### src/rtl/park_token_if.sv
// Request/response bundle between the gate logic (master) and the parking token manager (slave).
interface park_token_if #(
  parameter int SPOT_W = 3,
  parameter int TOK_W  = 3
);
  logic [TOK_W-1:0]  pattern;
  logic              pattern_load;
  logic              entry_req;
  logic              exit_req;
  logic [SPOT_W-1:0] exit_spot;
  logic [TOK_W-1:0]  exit_token;
  logic              busy;
  logic              done;
  logic              grant;
  logic              deny;
  logic [SPOT_W-1:0] spot;
  logic [TOK_W-1:0]  token;
  logic [SPOT_W:0]   free_count;
  logic              full;

  modport master (
    output pattern, pattern_load, entry_req, exit_req, exit_spot, exit_token,
    input  busy, done, grant, deny, spot, token, free_count, full
  );

  modport slave (
    input  pattern, pattern_load, entry_req, exit_req, exit_spot, exit_token,
    output busy, done, grant, deny, spot, token, free_count, full
  );
endinterface

### src/rtl/park_token_manager.sv
// Parking spot allocator: issues a token per occupied spot on entry, verifies it on exit.
// state | meaning
// IDLE  | waiting; requests sampled here, exit wins over entry
// ALLOC | allocate lowest free spot and issue token, or refuse when full
// CHECK | compare presented token against stored one, free spot on match
// RESP  | done pulse with grant/deny
module park_token_manager #(
  parameter int SPOT_W    = 3,
  parameter int NUM_SPOTS = 8,
  parameter int TOK_W     = 3
) (
  input logic        clk,
  input logic        rst_n,
  park_token_if.slave bus
);
  typedef enum logic [1:0] {IDLE, ALLOC, CHECK, RESP} state_t;

  localparam int              DEPTH    = 2 ** SPOT_W;
  localparam logic [SPOT_W:0] FREE_MAX = (SPOT_W + 1)'(NUM_SPOTS);

  state_t            state;
  logic [DEPTH-1:0]  occ;
  logic [TOK_W-1:0]  tok_tab [DEPTH];
  logic [TOK_W-1:0]  pattern_reg;
  logic [TOK_W-1:0]  seq;
  logic [SPOT_W:0]   free_cnt;
  logic [SPOT_W-1:0] ex_spot;
  logic [TOK_W-1:0]  ex_tok;
  logic              busy_r, done_r, grant_r, deny_r;
  logic [SPOT_W-1:0] spot_r;
  logic [TOK_W-1:0]  token_r;

  logic [SPOT_W-1:0] free_idx;
  logic [TOK_W-1:0]  alloc_tok;
  logic              exit_ok;

  // Scan downwards so the last hit is the lowest free index.
  always_comb begin
    free_idx = '0;
    for (int i = NUM_SPOTS - 1; i >= 0; i--) begin
      if (!occ[i]) free_idx = SPOT_W'(i);
    end
  end

  assign alloc_tok = (TOK_W'(free_idx) ^ pattern_reg) + seq;
  assign exit_ok   = (int'(ex_spot) < NUM_SPOTS) && occ[ex_spot] && (tok_tab[ex_spot] == ex_tok);

  always_ff @(posedge clk or negedge rst_n) begin
    if (!rst_n) begin
      state       <= IDLE;
      occ         <= '0;
      for (int i = 0; i < DEPTH; i++) tok_tab[i] <= '0;
      pattern_reg <= '0;
      seq         <= '0;
      free_cnt    <= FREE_MAX;
      ex_spot     <= '0;
      ex_tok      <= '0;
      busy_r      <= 1'b0;
      done_r      <= 1'b0;
      grant_r     <= 1'b0;
      deny_r      <= 1'b0;
      spot_r      <= '0;
      token_r     <= '0;
    end else begin
      if (bus.pattern_load) pattern_reg <= bus.pattern;
      case (state)
        IDLE: begin
          if (bus.exit_req) begin
            state   <= CHECK;
            busy_r  <= 1'b1;
            ex_spot <= bus.exit_spot;
            ex_tok  <= bus.exit_token;
          end else if (bus.entry_req) begin
            state  <= ALLOC;
            busy_r <= 1'b1;
          end
        end
        ALLOC: begin
          state  <= RESP;
          done_r <= 1'b1;
          if (free_cnt != '0) begin
            occ[free_idx]     <= 1'b1;
            tok_tab[free_idx] <= alloc_tok;
            free_cnt          <= free_cnt - 1'b1;
            seq               <= seq + 1'b1;
            grant_r           <= 1'b1;
            spot_r            <= free_idx;
            token_r           <= alloc_tok;
          end else begin
            deny_r <= 1'b1;
          end
        end
        CHECK: begin
          state  <= RESP;
          done_r <= 1'b1;
          if (exit_ok && (free_cnt < FREE_MAX)) begin
            occ[ex_spot] <= 1'b0;
            free_cnt     <= free_cnt + 1'b1;
            grant_r      <= 1'b1;
            spot_r       <= ex_spot;
          end else begin
            deny_r <= 1'b1;
          end
        end
        RESP: begin
          state   <= IDLE;
          busy_r  <= 1'b0;
          done_r  <= 1'b0;
          grant_r <= 1'b0;
          deny_r  <= 1'b0;
        end
        default: state <= IDLE;
      endcase
    end
  end

  assign bus.busy       = busy_r;
  assign bus.done       = done_r;
  assign bus.grant      = grant_r;
  assign bus.deny       = deny_r;
  assign bus.spot       = spot_r;
  assign bus.token      = token_r;
  assign bus.free_count = free_cnt;
  assign bus.full       = (free_cnt == '0);
endmodule

### src/flat_wrapper.sv
// flat-port wrapper written by rule: the top's interface ports become plain ports
module park_token_manager_flat 
#(
  parameter int SPOT_W    = 3,
  parameter int NUM_SPOTS = 8,
  parameter int TOK_W     = 3
)
  (clk, rst_n, bus_pattern, bus_pattern_load, bus_entry_req, bus_exit_req, bus_exit_spot, bus_exit_token, bus_busy, bus_done, bus_grant, bus_deny, bus_spot, bus_token, bus_free_count, bus_full);
  park_token_if #(.SPOT_W(SPOT_W), .TOK_W(TOK_W)) bus_i ();
  input logic clk;
  input logic rst_n;
  input wire logic [$bits(bus_i.pattern)-1:0] bus_pattern;
  input wire logic [$bits(bus_i.pattern_load)-1:0] bus_pattern_load;
  input wire logic [$bits(bus_i.entry_req)-1:0] bus_entry_req;
  input wire logic [$bits(bus_i.exit_req)-1:0] bus_exit_req;
  input wire logic [$bits(bus_i.exit_spot)-1:0] bus_exit_spot;
  input wire logic [$bits(bus_i.exit_token)-1:0] bus_exit_token;
  output wire logic [$bits(bus_i.busy)-1:0] bus_busy;
  output wire logic [$bits(bus_i.done)-1:0] bus_done;
  output wire logic [$bits(bus_i.grant)-1:0] bus_grant;
  output wire logic [$bits(bus_i.deny)-1:0] bus_deny;
  output wire logic [$bits(bus_i.spot)-1:0] bus_spot;
  output wire logic [$bits(bus_i.token)-1:0] bus_token;
  output wire logic [$bits(bus_i.free_count)-1:0] bus_free_count;
  output wire logic [$bits(bus_i.full)-1:0] bus_full;
  assign bus_i.pattern = bus_pattern;
  assign bus_i.pattern_load = bus_pattern_load;
  assign bus_i.entry_req = bus_entry_req;
  assign bus_i.exit_req = bus_exit_req;
  assign bus_i.exit_spot = bus_exit_spot;
  assign bus_i.exit_token = bus_exit_token;
  assign bus_busy = bus_i.busy;
  assign bus_done = bus_i.done;
  assign bus_grant = bus_i.grant;
  assign bus_deny = bus_i.deny;
  assign bus_spot = bus_i.spot;
  assign bus_token = bus_i.token;
  assign bus_free_count = bus_i.free_count;
  assign bus_full = bus_i.full;
  park_token_manager #(.SPOT_W(SPOT_W), .NUM_SPOTS(NUM_SPOTS), .TOK_W(TOK_W)) u_core (.clk(clk), .rst_n(rst_n), .bus(bus_i));
endmodule
### config.mk
export PLATFORM = sky130hd
export DESIGN_NAME = park_token_manager_flat
export DESIGN_NICKNAME = d
export VERILOG_FILES = /design/src/rtl/park_token_if.sv /design/src/rtl/park_token_manager.sv /design/src/flat_wrapper.sv
export SDC_FILE = /design/constraint.sdc
export NUM_CORES = 1
export LEC_CHECK = 0
export ABC_CLOCK_PERIOD_IN_PS = 3700
export BUFFER_PORTS_ARGS = -buffer_cell sky130_fd_sc_hd__buf_4
export CAP_MARGIN = 20
export CORE_MARGIN = 2
export CORE_UTILIZATION = 50
export CTS_CLUSTER_SIZE = 16
export DETAILED_ROUTE_END_ITERATION = 10
export PLACE_DENSITY = 0.69
export SLEW_MARGIN = 20
export SYNTH_ARGS = -nofsm -noshare
export SYNTH_HDL_FRONTEND = slang
export SYNTH_SLANG_ARGS = --single-unit
### constraint.sdc
create_clock -name clk -period 3.7 [get_ports clk]
set_clock_uncertainty 0.15 [all_clocks]
set_input_delay 0.555 -clock clk [delete_from_list [all_inputs] [get_ports clk]]
set_output_delay 0.555 -clock clk [all_outputs]
set_load 0.1 [all_outputs]
# Word level (Yosys, flattened, before mapping)
# Cells that the tools add are included.
totals:
  ff_bits: 60
  word_cells: 109
  in_bits: 14
  output_inout_bits: 15
op_classes:
  n_addsub: 4
  n_reduce_logical: 19
  n_lt_le_gt_ge: 8
  n_bitwise: 6
  eq_ne: 9
  muxes: 42
op_table:
  columns: ["cell", "n"]
  rows:
  - ["two-way mux 3 bit", 13]
  - ["bitwise mux 24 bit", 1]
  - ["two-way mux 8 bit", 2]
  - ["case mux 8 bit (2 select lines)", 1]
  - ["binary-select mux 3 bit (select 3 bit)", 1]
  - ["demux 3 bit (select 3 bit)", 1]
  - ["two-way mux 1 bit", 9]
  - ["AND reduction 3 bit", 3]
  - ["bitwise AND 8 bit", 1]
  - ["greater-or-equal comparator 4 bit (second input constant)", 2]
  - ["< comparator 3 x 4 -> 1 bit (second input constant)", 2]
  - ["two-way mux 4 bit", 2]
  - ["inverter 3 -> 4 bit", 2]
  - ["inverter 8 bit", 1]
  - ["bitwise OR 8 bit", 1]
  - ["case mux 4 bit (2 select lines)", 1]
  - ["demux 1 bit (select 3 bit)", 2]
  - ["greater-or-equal comparator 3 x 1 -> 1 bit (second input constant)", 2]
  - ["case mux 1 bit (3 select lines)", 2]
  - ["case mux 2 bit (3 select lines)", 1]
  - ["case mux 3 bit (2 select lines)", 1]
  - ["AND reduction 2 bit", 3]
  - ["nonzero test 2 bit", 3]
  - ["logical AND 1 bit", 5]
  - ["other kinds (21)", 26]

# Depth between registers and ports, before layout
# Gate-level depths: netlist of the first run.
logic_depth:
  ltp_word: 15
  mapped_depth: 13
  mapped_depth_nobuf: 12

# Worst setup path after synthesis of the first run
# OpenSTA, ideal clock, no wires.
synth_path:
  kind: "register to register"
  startpoint: "register u_core.free_cnt[1], in the netlist u_core.bus.free_count[1]"
  endpoint: "register u_core.free_cnt[1], in the netlist u_core.bus.free_count[1]"
  stages_incl_launch_ff: 6
  path_buffers: 0
  setup_slack_ns: -1.698
  arrival_time_ns: 5.122
  path_cell_list: "dfrtp_1 > nor4_1 > nand2_1 > nand2_1 > a21o_4 > mux2_4"
synth_via:
  elab_chain_len: 4
  word_cells_on_any_way: 11
  cone_classes: "2 x add/sub; 1 x order compare; 2 x eq/ne; 3 x mux; 3 x reduce/logical"
synth_lines:
  columns: ["element", "line", "text"]
  rows:
  - ["start: declaration", "park_token_manager.sv:26", "logic [SPOT_W:0] free_cnt;"]
  - ["start signal: assignment", "park_token_manager.sv:84", "free_cnt <= free_cnt - 1'b1;"]
  - ["start signal: assignment", "park_token_manager.sv:98", "free_cnt <= free_cnt + 1'b1;"]
  - ["< comparator 4 bit", "park_token_manager.sv:96", "if (exit_ok && (free_cnt < FREE_MAX)) begin"]
  - ["logical AND 1 bit", "park_token_manager.sv:96", null]
  - ["!= test 2 x 1 -> 1 bit (no line)", null, null]
  - ["AND reduction 3 bit (no line)", null, null]
# Several ways; a longest one is shown, not always the timed one. The select of a mux whose other input is x is not followed.
# A chain may end at the register's enable or synchronous reset.

# Final worst setup path of the first run
layout_path:
  startpoint: "register u_core.occ[6]"
  endpoint: "register u_core.tok_tab[5] (netlist bit)"
layout_via:
  elab_chain_len: 13
  word_cells_on_any_way: 16
  cone_classes: "1 x add/sub; 2 x order compare; 10 x mux; 2 x bitwise; 1 x reduce/logical"
layout_lines:
  columns: ["element", "line", "text"]
  rows:
  - ["start: declaration", "park_token_manager.sv:22", "logic [DEPTH-1:0] occ;"]
  - ["start signal: assignment", "park_token_manager.sv:51", "occ <= '0;"]
  - ["start signal: indexed assignment", "park_token_manager.sv:82", "occ[free_idx] <= 1'b1;"]
  - ["start signal: indexed assignment", "park_token_manager.sv:97", "occ[ex_spot] <= 1'b0;"]
  - ["two-way mux 3 bit * (7 in a row)", "park_token_manager.sv:41", "if (!occ[i]) free_idx = SPOT_W'(i);"]
  - ["inverter 3 -> 4 bit (not written as such)", "park_token_manager.sv:83", "tok_tab[free_idx] <= alloc_tok;"]
  - ["greater-or-equal comparator 4 bit (not written as such) or < comparator 4 x 1 -> 1 bit (tied branches)", "park_token_manager.sv:83", null]
  - ["logical AND 1 bit (not written as such)", "park_token_manager.sv:83", null]
  - ["two-way mux 3 bit (not written as such)", "park_token_manager.sv:83", null]
  - ["demux 3 bit (select 3 bit)", "park_token_manager.sv:83", null]
  - ["bitwise mux 24 bit *", "park_token_manager.sv:83", null]
  - ["end signal: indexed assignment", "park_token_manager.sv:83", null]
  - ["end: declaration", "park_token_manager.sv:23", "logic [TOK_W-1:0] tok_tab [DEPTH];"]
# Mark *: on every way between the ends. The rest lies on a longest branch, timed or not.

==> key figures, run 1 <==
Finish
  – N_diodes: 0
  – Share of cells above drive strength 1: 0.286
  – Layout fillers: 533
  – Largest register FFs: 24
  – Layout area overhead: 15.3%
  – Final nets: roughly 340
  – Reg with most FFs: u_core.tok_tab

Drt
  – Initial DRT Pass Iterations: 4
  – Post-route DRC: 0
  – Routed len/inst: 17.0 µm
  – Final wirelength: ~6700 µm
  – Remaining antenna violation count after routing: 0
  – Vias per cell: around 5.7
  – Iteration-0 DRC Markers: approximately 250
  – Routed vias: around 2200

GRT
  – Vias in the first global route: between 2000 and 2500
  – Pin count of the biggest net entering global routing: about 60
  – Grt total ovfl: 0
  – GR Util All Layers: 0.209
  – Initial antenna violation count: 0
  – Global-route wire length before repair: ~11000 µm

CTS
  – Hold_buf cts: 0
  – H-Tree Depth: 3
  – Root buf cell: clkbuf_8
  – Post-CTS sizing: 0
  – Clock sinks: 60
  – CTS Buf Count: 9
  – CTS tree: done
  – Clock latency at the later pin of the worst-skew pair: ~0.35 ns
  – Clock-pin slew on the worst setup and hold paths: around 0.08 ns
  – Clk buf depth: 2
  – Postcts setup bufs: 0

Run status
  – Status: finished, final reports clean

Timing
  – Tmin final: 3.20 ns
  – Setup TNS: 0 ns
  – Rel. slew slack: 0.471
  – Final Cycle Share: 0.864
  – Worst Max-Slew Pin Slew: ~0.8 ns
  – RSZ-0062 raised after global routing: false
  – Hold Vio Cnt, Final: 0
  – FMAX: approximately 0.31 GHz
  – Slew Viols, Final: 0
  – Setup-failing EPs final: 0

Setup path
  – CP Data Arrival Time: 3.33 ns
  – WS Path Type: flop to flop
  – Worst endpoint required time: 3.83 ns
  – Critical Path Fanout Max: 10
  – Crit start category: flop
  – Worst Setup End Kind: flop

Worst hold path
  – Hold Crit Class: input port to asynchronous set/reset pin

Placed design
  – DP Wirelength: 4780 µm
  – Routability Congestion: between 0.8 and 0.9
  – Number of I/O port buffers: 28

Synthesis
  – Ys Warns: 0
  – Count of different cell masters after synthesis: between 40 and 50
  – EDFF count, synth: 0
  – Synthesized area: 0.00317 mm²
  – Seq cells post-synth: 60
  – Post-synth ARST share: 1.00
  – Synthesized instance count: 280
  – Net Count, Synth: 305
  – Ys flop type: dfrtp_1
  – Avg Inst Size Synth: approximately 11 µm²
  – Seq/Total Area, Yosys: 0.474

Floorplan
  – Initial Util: 0.508
  – Die Y: 83.6 µm
  – Die area: approximately 0.0070 mm²
  – Chip Width: roughly 84 µm
  – Top-Level Pins: 29
  – Rows: 29
  – Total core area: 0.00624 mm²

Job
  – Max-capacitance violation count: 0
## cell usage in the layout (no fill, tap or decap), drive strengths merged, types with 2 or more instances in the layout
master    count
a21o          2
a21oi         8
a221oi        2
a31oi         3
buf          30
clkbuf        9
clkinv        2
clkinvlp      3
dfrtp        59
fa            2
ha            9
inv          15
mux2         40
mux2i        12
mux4          3
nand2        34
nand2b        7
nand3         4
nor2          9
nor2b         2
nor3          4
nor4          5
o211ai        2
o21ai        18
o221ai        2
o22ai         2
o311ai        2
or4           2
xnor2         7
xor2          4
## synthesized netlist by cell type, types with 2 or more instances
| cell type | instances | share of area |
|---|---|---|
| mux4_1 | 2 | 0.017 |
| nand2_1 | 34 | 0.040 |
| ha_1 | 9 | 0.036 |
| inv_1 | 14 | 0.017 |
| o221ai_1 | 2 | 0.0055 |
| nor3_1 | 4 | 0.0063 |
| nor4_1 | 5 | 0.0099 |
| nor2b_1 | 2 | 0.0039 |
| fa_1 | 2 | 0.013 |
| nor2_1 | 9 | 0.011 |
| o21ai_0 | 17 | 0.027 |
| xor2_1 | 4 | 0.011 |
| nand3_1 | 4 | 0.0063 |
| o311ai_0 | 2 | 0.0055 |
| or4_1 | 2 | 0.0047 |
| mux2_4 | 4 | 0.019 |
| o211ai_1 | 2 | 0.0047 |
| xnor2_1 | 7 | 0.019 |
| clkbuf_1 | 4 | 0.0047 |
| nand2b_1 | 7 | 0.014 |
| a21oi_1 | 8 | 0.013 |
| a31oi_1 | 3 | 0.0059 |
| mux2i_1 | 12 | 0.038 |
| a221oi_1 | 2 | 0.0055 |
| o22ai_1 | 2 | 0.0039 |
| mux2_2 | 36 | 0.13 |
| buf_6 | 2 | 0.0071 |
| dfrtp_1 | 59 | 0.47 |
## worst paths after layout
kind                                          start                        to  slack, ns  cells past startpoint
worst min-delay path                          rst_n  u_core.bus.free_count[0]       0.13                      1
max in group asynchronous                     rst_n        u_core.tok_tab[19]       2.78                      1
worst min register to register  u_core.bus.token[1]       u_core.bus.token[1]       0.34                      2
worst max-delay path                  u_core.occ[6]         u_core.tok_tab[5]       0.50                     11
min in group clk                   bus_exit_spot[1]         u_core.ex_spot[1]       0.29                      2
worst max register to register        u_core.occ[6]         u_core.tok_tab[5]       0.50                     11
## critical path, stage by stage (launching register included)
cell and delay, ns:
dfrtp_1 0.43, nor2b_1 0.15, o21ai_0 0.13, a21boi_0 0.10, o21a_1 0.31, xor2_1 0.19
ha_1 0.24, fa_1 0.41, xnor2_1 0.15, xnor2_1 0.13, xnor2_1 0.48, mux2_2 0.28
## routing by layer
layer,GRT usage,share of wire,vias to the layer above
met5,0,0,-
met4,0.0806,0.021,0
met3,0.0534,0.055,11
met2,0.319,0.46,58
met1,0.287,0.46,1100
li1,-,-,1074
## cell families (layout without fill, tap and decap cells)
kind of cell | Yosys count | in the layout | synth area share
AO/OA/AOI/OAI | 47 | 47 | 0.0951
XOR/XNOR | 11 | 11 | 0.0304
adder cells (fa/ha/maj) | 11 | 11 | 0.0481
buffers and inverters | 22 | 60 | 0.0323
flip-flops | 60 | 60 | 0.474
multiplexers | 55 | 55 | 0.208
AND/OR/NAND/NOR | 74 | 74 | 0.112
## metrics by stage
| step | cell area (µm²) | utilization | instances | hold WS (ns) | setup slack [ns] |
|---|---|---|---|---|---|
| 2_1_floorplan | 3190 | - | 280 | 0.109 | 0.414 |
| 3_3_place_gp | 3460 | 0.554 | 379 | 0.316 | 0.638 |
| 3_5_place_dp | 3460 | 0.554 | 379 | 0.315 | 0.522 |
| 4_1_cts | 3660 | 0.586 | 395 | 0.150 | 0.469 |
| 5_1_grt | 3660 | 0.586 | 395 | 0.178 | 0.166 |
| 6_report | 3660 | 0.586 | 395 | 0.130 | 0.502 |
## final cells by class
| type | instances | area [µm²] | area share |
|---|---|---|---|
| clock buffer | 9 | 124 | 0.0339 |
| clock inverter | 7 | 75.1 | 0.0205 |
| inverter | 14 | 52.6 | 0.0144 |
| multi-input combinational | 198 | 1580 | 0.432 |
| sequential | 60 | 1500 | 0.411 |
| tap | 77 | 96.3 | 0.0263 |
| timing repair buffer | 30 | 225 | 0.0616 |
Power of run 1 is not shown: default switching activity piles up to over one toggle a cycle in this logic, so the estimate is an artifact.
==> run 2: changes to the inputs <==
--- a/config.mk
+++ b/config.mk
@@ -7,3 +7,2 @@
 export LEC_CHECK = 0
-export ABC_CLOCK_PERIOD_IN_PS = 3700
 export BUFFER_PORTS_ARGS = -buffer_cell sky130_fd_sc_hd__buf_4
--- a/constraint.sdc
+++ b/constraint.sdc
@@ -4,2 +4,2 @@
 set_output_delay 0.555 -clock clk [all_outputs]
-set_load 0.1 [all_outputs]
+set_load 0.02 [all_outputs]
==> run 2 against run 1 <==
Routed wire length rose by 0.60%. Register-to-register slack got worse by 0.08 ns. Non-clock buffer count unchanged. Count of clock-buffer cells in the layout is the same. Core utilization down 0.36 points. Final cell count unchanged. First-iteration DRC count is 28% lower. Setup slack lost 0.079 ns. Critical path depth unchanged. Hold slack lost 0.0046 ns. Global-route usage grew 0.38 points. Cell area down 0.62%. Largest cell class unchanged. Highest routed layer unchanged.
==> key figures, run 2 (synthesis gave the netlist of run 1 again) <==
Run status
  – Status: finished, final reports clean

Placed design
  – Place WS: 0.483 ns
  – Number of I/O port buffers: 28
  – DP Wirelength: about 4800 µm
  – Placed cell areas: approximately 0.0034 mm²
  – Routability Congestion: 0.852

Timing
  – Worst Max-Slew Pin Slew: 0.833 ns
  – Final Cycle Share: 0.886
  – FMAX: slightly above 0.3 GHz
  – Hold Vio Cnt, Final: 0
  – RSZ-0062 raised after global routing: false
  – Tmin final: between 3 and 4 ns
  – Slew Viols, Final: 0
  – Rel. slew slack: 0.439
  – Final worst slack: between 0.4 and 0.5 ns
  – Setup-failing EPs final: 0
  – Setup TNS: 0 ns

Finish
  – Most frequent cells in the layout: 59 x dfrtp_1, 36 x mux2_2, 34 x nand2_1, 30 x buf_4, 17 x o21ai_0
  – Final nets: around 340
  – Commonest non-fill, non-tap cell in the layout: dfrtp_1
  – Layout area overhead: 14.6%
  – Fin area: 0.00363 mm²
  – Share of cells above drive strength 1: 0.283
  – N_diodes: 0
  – Largest register FFs: 24
  – Reg with most FFs: u_core.tok_tab

Power and ir drop
  – Pwr dens: between 900 and 1000 mW/mm²
  – Maximum vdd drop: 524 µV
  – Leak pwr: 1.71 nW

Setup path
  – Crit-path max cell delay: roughly 0.53 ns
  – Cell family with the largest share of critical-path delay: XOR/XNOR gates
  – WP buf/inv: 0
  – Crit start category: flop
  – Worst Setup End Kind: flop
  – CP Data Arrival Time: roughly 3.4 ns
  – WS Path Type: flop to flop
  – Slowest-stage cell, CP: xnor2_1
  – Crit-path cells: nor2b_1 -> o21ai_0 -> a21boi_0 -> o21a_1 -> xor2_1 -> ha_1 -> fa_1 -> xnor2_1 -> xnor2_1 -> xnor2_1 -> mux2_2
  – Most used cell along the critical path: xnor2_1
  – Critical Path Fanout Max: 10
  – Worst endpoint required time: ~3.8 ns

Floorplan
  – Total core area: 0.00624 mm²
  – Die area: 0.00700 mm²
  – Initial Util: 0.508
  – Top-Level Pins: 29
  – Rows: 29
  – Die Y: between 80 and 90 µm
  – Chip Width: about 84 µm

GRT
  – Global-route wire length before repair: around 11000 µm
  – GR Util All Layers: 0.213
  – Vias in the first global route: 2288
  – Grt total ovfl: 0
  – Initial antenna violation count: 0
  – Pin count of the biggest net entering global routing: 61

Drt
  – Routed vias: about 2200
  – Routed len/inst: 17.1 µm
  – Final wirelength: ~6700 µm
  – Post-route DRC: 0
  – Metal-1 WL: around 3200 µm
  – Remaining antenna violation count after routing: 0
  – Vias per cell: ~5.7
  – Met2 Wirelength: 3140 µm
  – Iteration-0 DRC Markers: 176
  – Met3 WL post-DR: about 240 µm
  – Uppermost layer routed: met4
  – Initial DRT Pass Iterations: 4

CTS
  – H-Tree Depth: 3
  – Clock latency at the later pin of the worst-skew pair: approximately 0.35 ns
  – Postcts setup bufs: 0
  – Post-CTS sizing: 0
  – Root buf cell: clkbuf_8
  – Hold_buf cts: 0
  – CTS tree: done
  – Clock sinks: 60
  – CTS Buf Count: 9
  – Clock-pin slew on the worst setup and hold paths: 0.07 ns
  – Clk buf depth: 2

Worst hold path
  – Hold Crit Class: input port to asynchronous set/reset pin

Job
  – Max-capacitance violation count: 0
-- run 2: path summary, 6_finish.rpt --
kind	end	start	slack (ns)	depth (start not counted)
max	u_core.tok_tab[11]	u_core.occ[6]	0.42	11
min	u_core.bus.free_count[2]	rst_n	0.13	1
max reg2reg	u_core.tok_tab[11]	u_core.occ[6]	0.42	11
min reg2reg	u_core.bus.token[0]	u_core.bus.token[0]	0.34	2
max in group asynchronous	u_core.tok_tab[21]	rst_n	2.77	1
min in group clk	u_core.ex_tok[2]	bus_exit_token[2]	0.29	2
-- run 2: cell type report --
cell class                 count  area, µm²
clock buffer                   9        124
clock inverter                 7       67.6
fill                         539       2610
inverter                      14       52.6
multi-input combinational    198       1570
sequential                    60       1500
tap                           77       96.3
timing repair buffer          30        225
-- run 2: stage by stage --
stage / power, W / utilization / std cells / hold slack [ns]
2_1_floorplan: 0.00236 / - / 280 / 0.109
3_3_place_gp: 0.00274 / 0.552 / 379 / 0.317
3_5_place_dp: 0.00279 / 0.552 / 379 / 0.314
4_1_cts: 0.00338 / 0.582 / 395 / 0.155
5_1_grt: 0.00361 / 0.582 / 395 / 0.183
6_report: 0.00336 / 0.582 / 395 / 0.126
-- run 2: routing by layer --
| metal | global-route usage | up-vias |
|---|---|---|
| li1 | - | 1072 |
| met1 | 0.284 | 1102 |
| met2 | 0.334 | 50 |
| met3 | 0.0475 | 11 |
| met4 | 0.0938 | 0 |
| met5 | 0 | - |
-- run 2: report_power, final --
| part | total, W | internal [W] | switching, W |
|---|---|---|---|
| sequential | 0.00116 | 0.000920 | 0.000240 |
| clock | 0.000584 | 0.000307 | 0.000277 |
| combinational | 0.00162 | 0.000767 | 0.000849 |
| total | 0.00336 | 0.00199 | 0.00137 |
(Power assumes the default switching activity.)
==> run 3: changes to the inputs <==
RECOVER_POWER = 25   (was default)
clock period = 3.4 ns   (was 3.7 ns; I/O delays follow)
==> run 3 against run 2 <==
Count of clock-buffer cells in the layout did not move. Hold slack improved by 0.11 ns. Routed wire length is 1.7% lower. Die area stayed put. Power rose by 11%. Largest cell class unchanged.
==> key figures, run 3 (synthesis gave the netlist of run 1 again) <==
Drt
  – Routed len/inst: 16.6 µm
  – Initial DRT Pass Iterations: 5
  – Remaining antenna violation count after routing: 0
  – Iteration-0 DRC Markers: approximately 150
  – Post-route DRC: 0
  – Final wirelength: around 6600 µm
  – Vias per cell: ~5.7
  – Routed vias: around 2300

Worst hold path
  – Hold depth: 2
  – Hold path endpoint: u_core.ex_spot[0]
  – Hold Crit Class: input port to flop
  – Hold Crit Start: bus_exit_spot[0]

Floorplan
  – Top-Level Pins: 29
  – Die Y: between 80 and 90 µm
  – Die area: approximately 0.0070 mm²
  – Total core area: between 0.006 and 0.007 mm²
  – Rows: 29
  – Chip Width: 83.6 µm
  – Initial Util: 0.508

Timing
  – RSZ-0062 raised after global routing: false
  – Final Cycle Share: 0.883
  – FMAX: about 0.33 GHz
  – Hold Vio Cnt, Final: 0
  – Tmin final: 3.00 ns
  – Rel. slew slack: 0.0317
  – Setup TNS: 0 ns
  – Worst Max-Slew Pin Slew: between 1 and 1.5 ns
  – Setup-failing EPs final: 0
  – Slew Viols, Final: 0

CTS
  – CTS Buf Count: 9
  – Clock-pin slew on the worst setup and hold paths: ~0.070 ns
  – Clock latency at the later pin of the worst-skew pair: between 0.3 and 0.4 ns
  – Clock sinks: 60
  – Post-CTS sizing: 0
  – Postcts setup bufs: 0
  – Clk buf depth: 2
  – Root buf cell: clkbuf_8
  – CTS tree: done
  – Hold_buf cts: 0
  – H-Tree Depth: 3

Finish
  – Final cell count without fillers: roughly 400
  – Final nets: roughly 340
  – Layout fillers: ~570
  – Area of the multi-input gates: approximately 0.0016 mm²
  – Largest register FFs: 24
  – N_diodes: 0
  – Most frequent cells in the layout: 59 x dfrtp_1, 36 x mux2_2, 34 x nand2_1, 33 x buf_4, 17 x o21ai_0
  – Register area: roughly 0.0015 mm²
  – Share of cells above drive strength 1: 0.292
  – Layout area overhead: 16.2%
  – Reg with most FFs: u_core.tok_tab
  – Commonest non-fill, non-tap cell in the layout: dfrtp_1

GRT
  – Global-route wire length before repair: 11600 µm
  – Pin count of the biggest net entering global routing: 61
  – GR Util All Layers: 0.213
  – Vias in the first global route: approximately 2300
  – Initial antenna violation count: 0
  – Grt total ovfl: 0

Setup path
  – Worst Setup End Kind: flop
  – Most used cell along the critical path: xnor2_1
  – Worst endpoint required time: 3.48 ns
  – Slowest-stage cell, CP: dfrtp_1
  – Reg2reg setup slack: around 0.4 ns
  – Crit-path max cell delay: approximately 0.45 ns
  – WS Path Type: flop to flop
  – Reg2reg start: u_core.occ[6]
  – Crit start category: flop
  – Critical Path Fanout Max: 9
  – Crit-path cells: nor2b_1 -> o21ai_0 -> a21boi_0 -> o21a_1 -> xor2_1 -> ha_1 -> fa_1 -> xnor2_1 -> xnor2_1 -> xnor2_1 -> buf_4 -> mux2_2
  – R2R Path End: u_core.tok_tab[14]
  – CP Data Arrival Time: 3.08 ns
  – R2R depth: 12

Placed design
  – Placed insts: roughly 380
  – Number of I/O port buffers: 28
  – DP Wirelength: just under 5000 µm
  – Routability Congestion: a little under 0.9

Power and ir drop
  – Final Power: roughly 0.0037 W
  – Pwr dens: ~1000 mW/mm²
  – Maximum vdd drop: slightly below 500 µV
  – Leak pwr: roughly 1.8 nW

Run status
  – Status: finished, final reports clean

Job
  – Max-capacitance violation count: 0
run 3: cell types whose count changed in the layout (fill, tap and decap cells not counted), sizes merged:
| cell | change |
|---|---|
| buf | +3 |
| clkinvlp | -2 |
| bufinv | +1 |
| clkbuf | +1 |
| clkinv | +1 |
run 3: layer usage:
metal  wire length, µm  track usage  vias to the layer above
met3               290       0.0435                       16
met1              3110        0.292                     1106
li1                  -            -                     1079
met4               161       0.0968                        0
met2              3070        0.329                       59
met5                 0            0                        -
run 3: how the worst max path moves through the flow:
stage / end / cells past startpoint / startpoint
2_1_floorplan: u_core.tok_tab[11] / 12 / u_core.occ[6]
3_3_place_gp: u_core.tok_tab[2] / 12 / u_core.occ[6]
3_5_place_dp: u_core.tok_tab[14] / 12 / u_core.occ[6]
4_1_cts: u_core.tok_tab[14] / 12 / u_core.occ[6]
5_1_grt: u_core.tok_tab[14] / 12 / u_core.occ[6]
6_report: u_core.tok_tab[14] / 12 / u_core.occ[6]
run 3: per-stage QoR:
step	setup slack, ns	util	area (µm²)	hold slack (ns)
after global placement	0.384	0.557	3470	0.316
after global routing	0.195	0.591	3690	0.240
after floorplan	0.486	-	3170	0.0644
after CTS	0.378	0.591	3690	0.0950
final	0.399	0.591	3690	0.240
after detailed placement	0.407	0.557	3470	0.320
run 3: layout make-up:
type                    instances  area share
clock buffers                   9      0.0336
multi-input cells             198       0.425
well taps                      77      0.0261
inverters                      14      0.0143
flip-flops and latches         60       0.408
clock inverters                 7      0.0248
repair buffers                 34      0.0686
run 3: worst max-delay path, delay by kind of cell (launching register included):
| family | cells | cell delay, ns |
|---|---|---|
| mux | 1 | 0.26 |
| flops | 1 | 0.45 |
| simple gates | 1 | 0.15 |
| compound gates | 3 | 0.55 |
| xor+xnor | 4 | 0.55 |
| buf+inv | 1 | 0.16 |
| fa+ha+maj | 2 | 0.61 |
run 3: where the power goes:
group          leakage (nW)  total (W)  switching [W]  internal, W
Sequential            0.715    0.00126       0.000256      0.00100
Combinational         0.929    0.00177       0.000917     0.000857
Clock                 0.109   0.000710       0.000300     0.000409
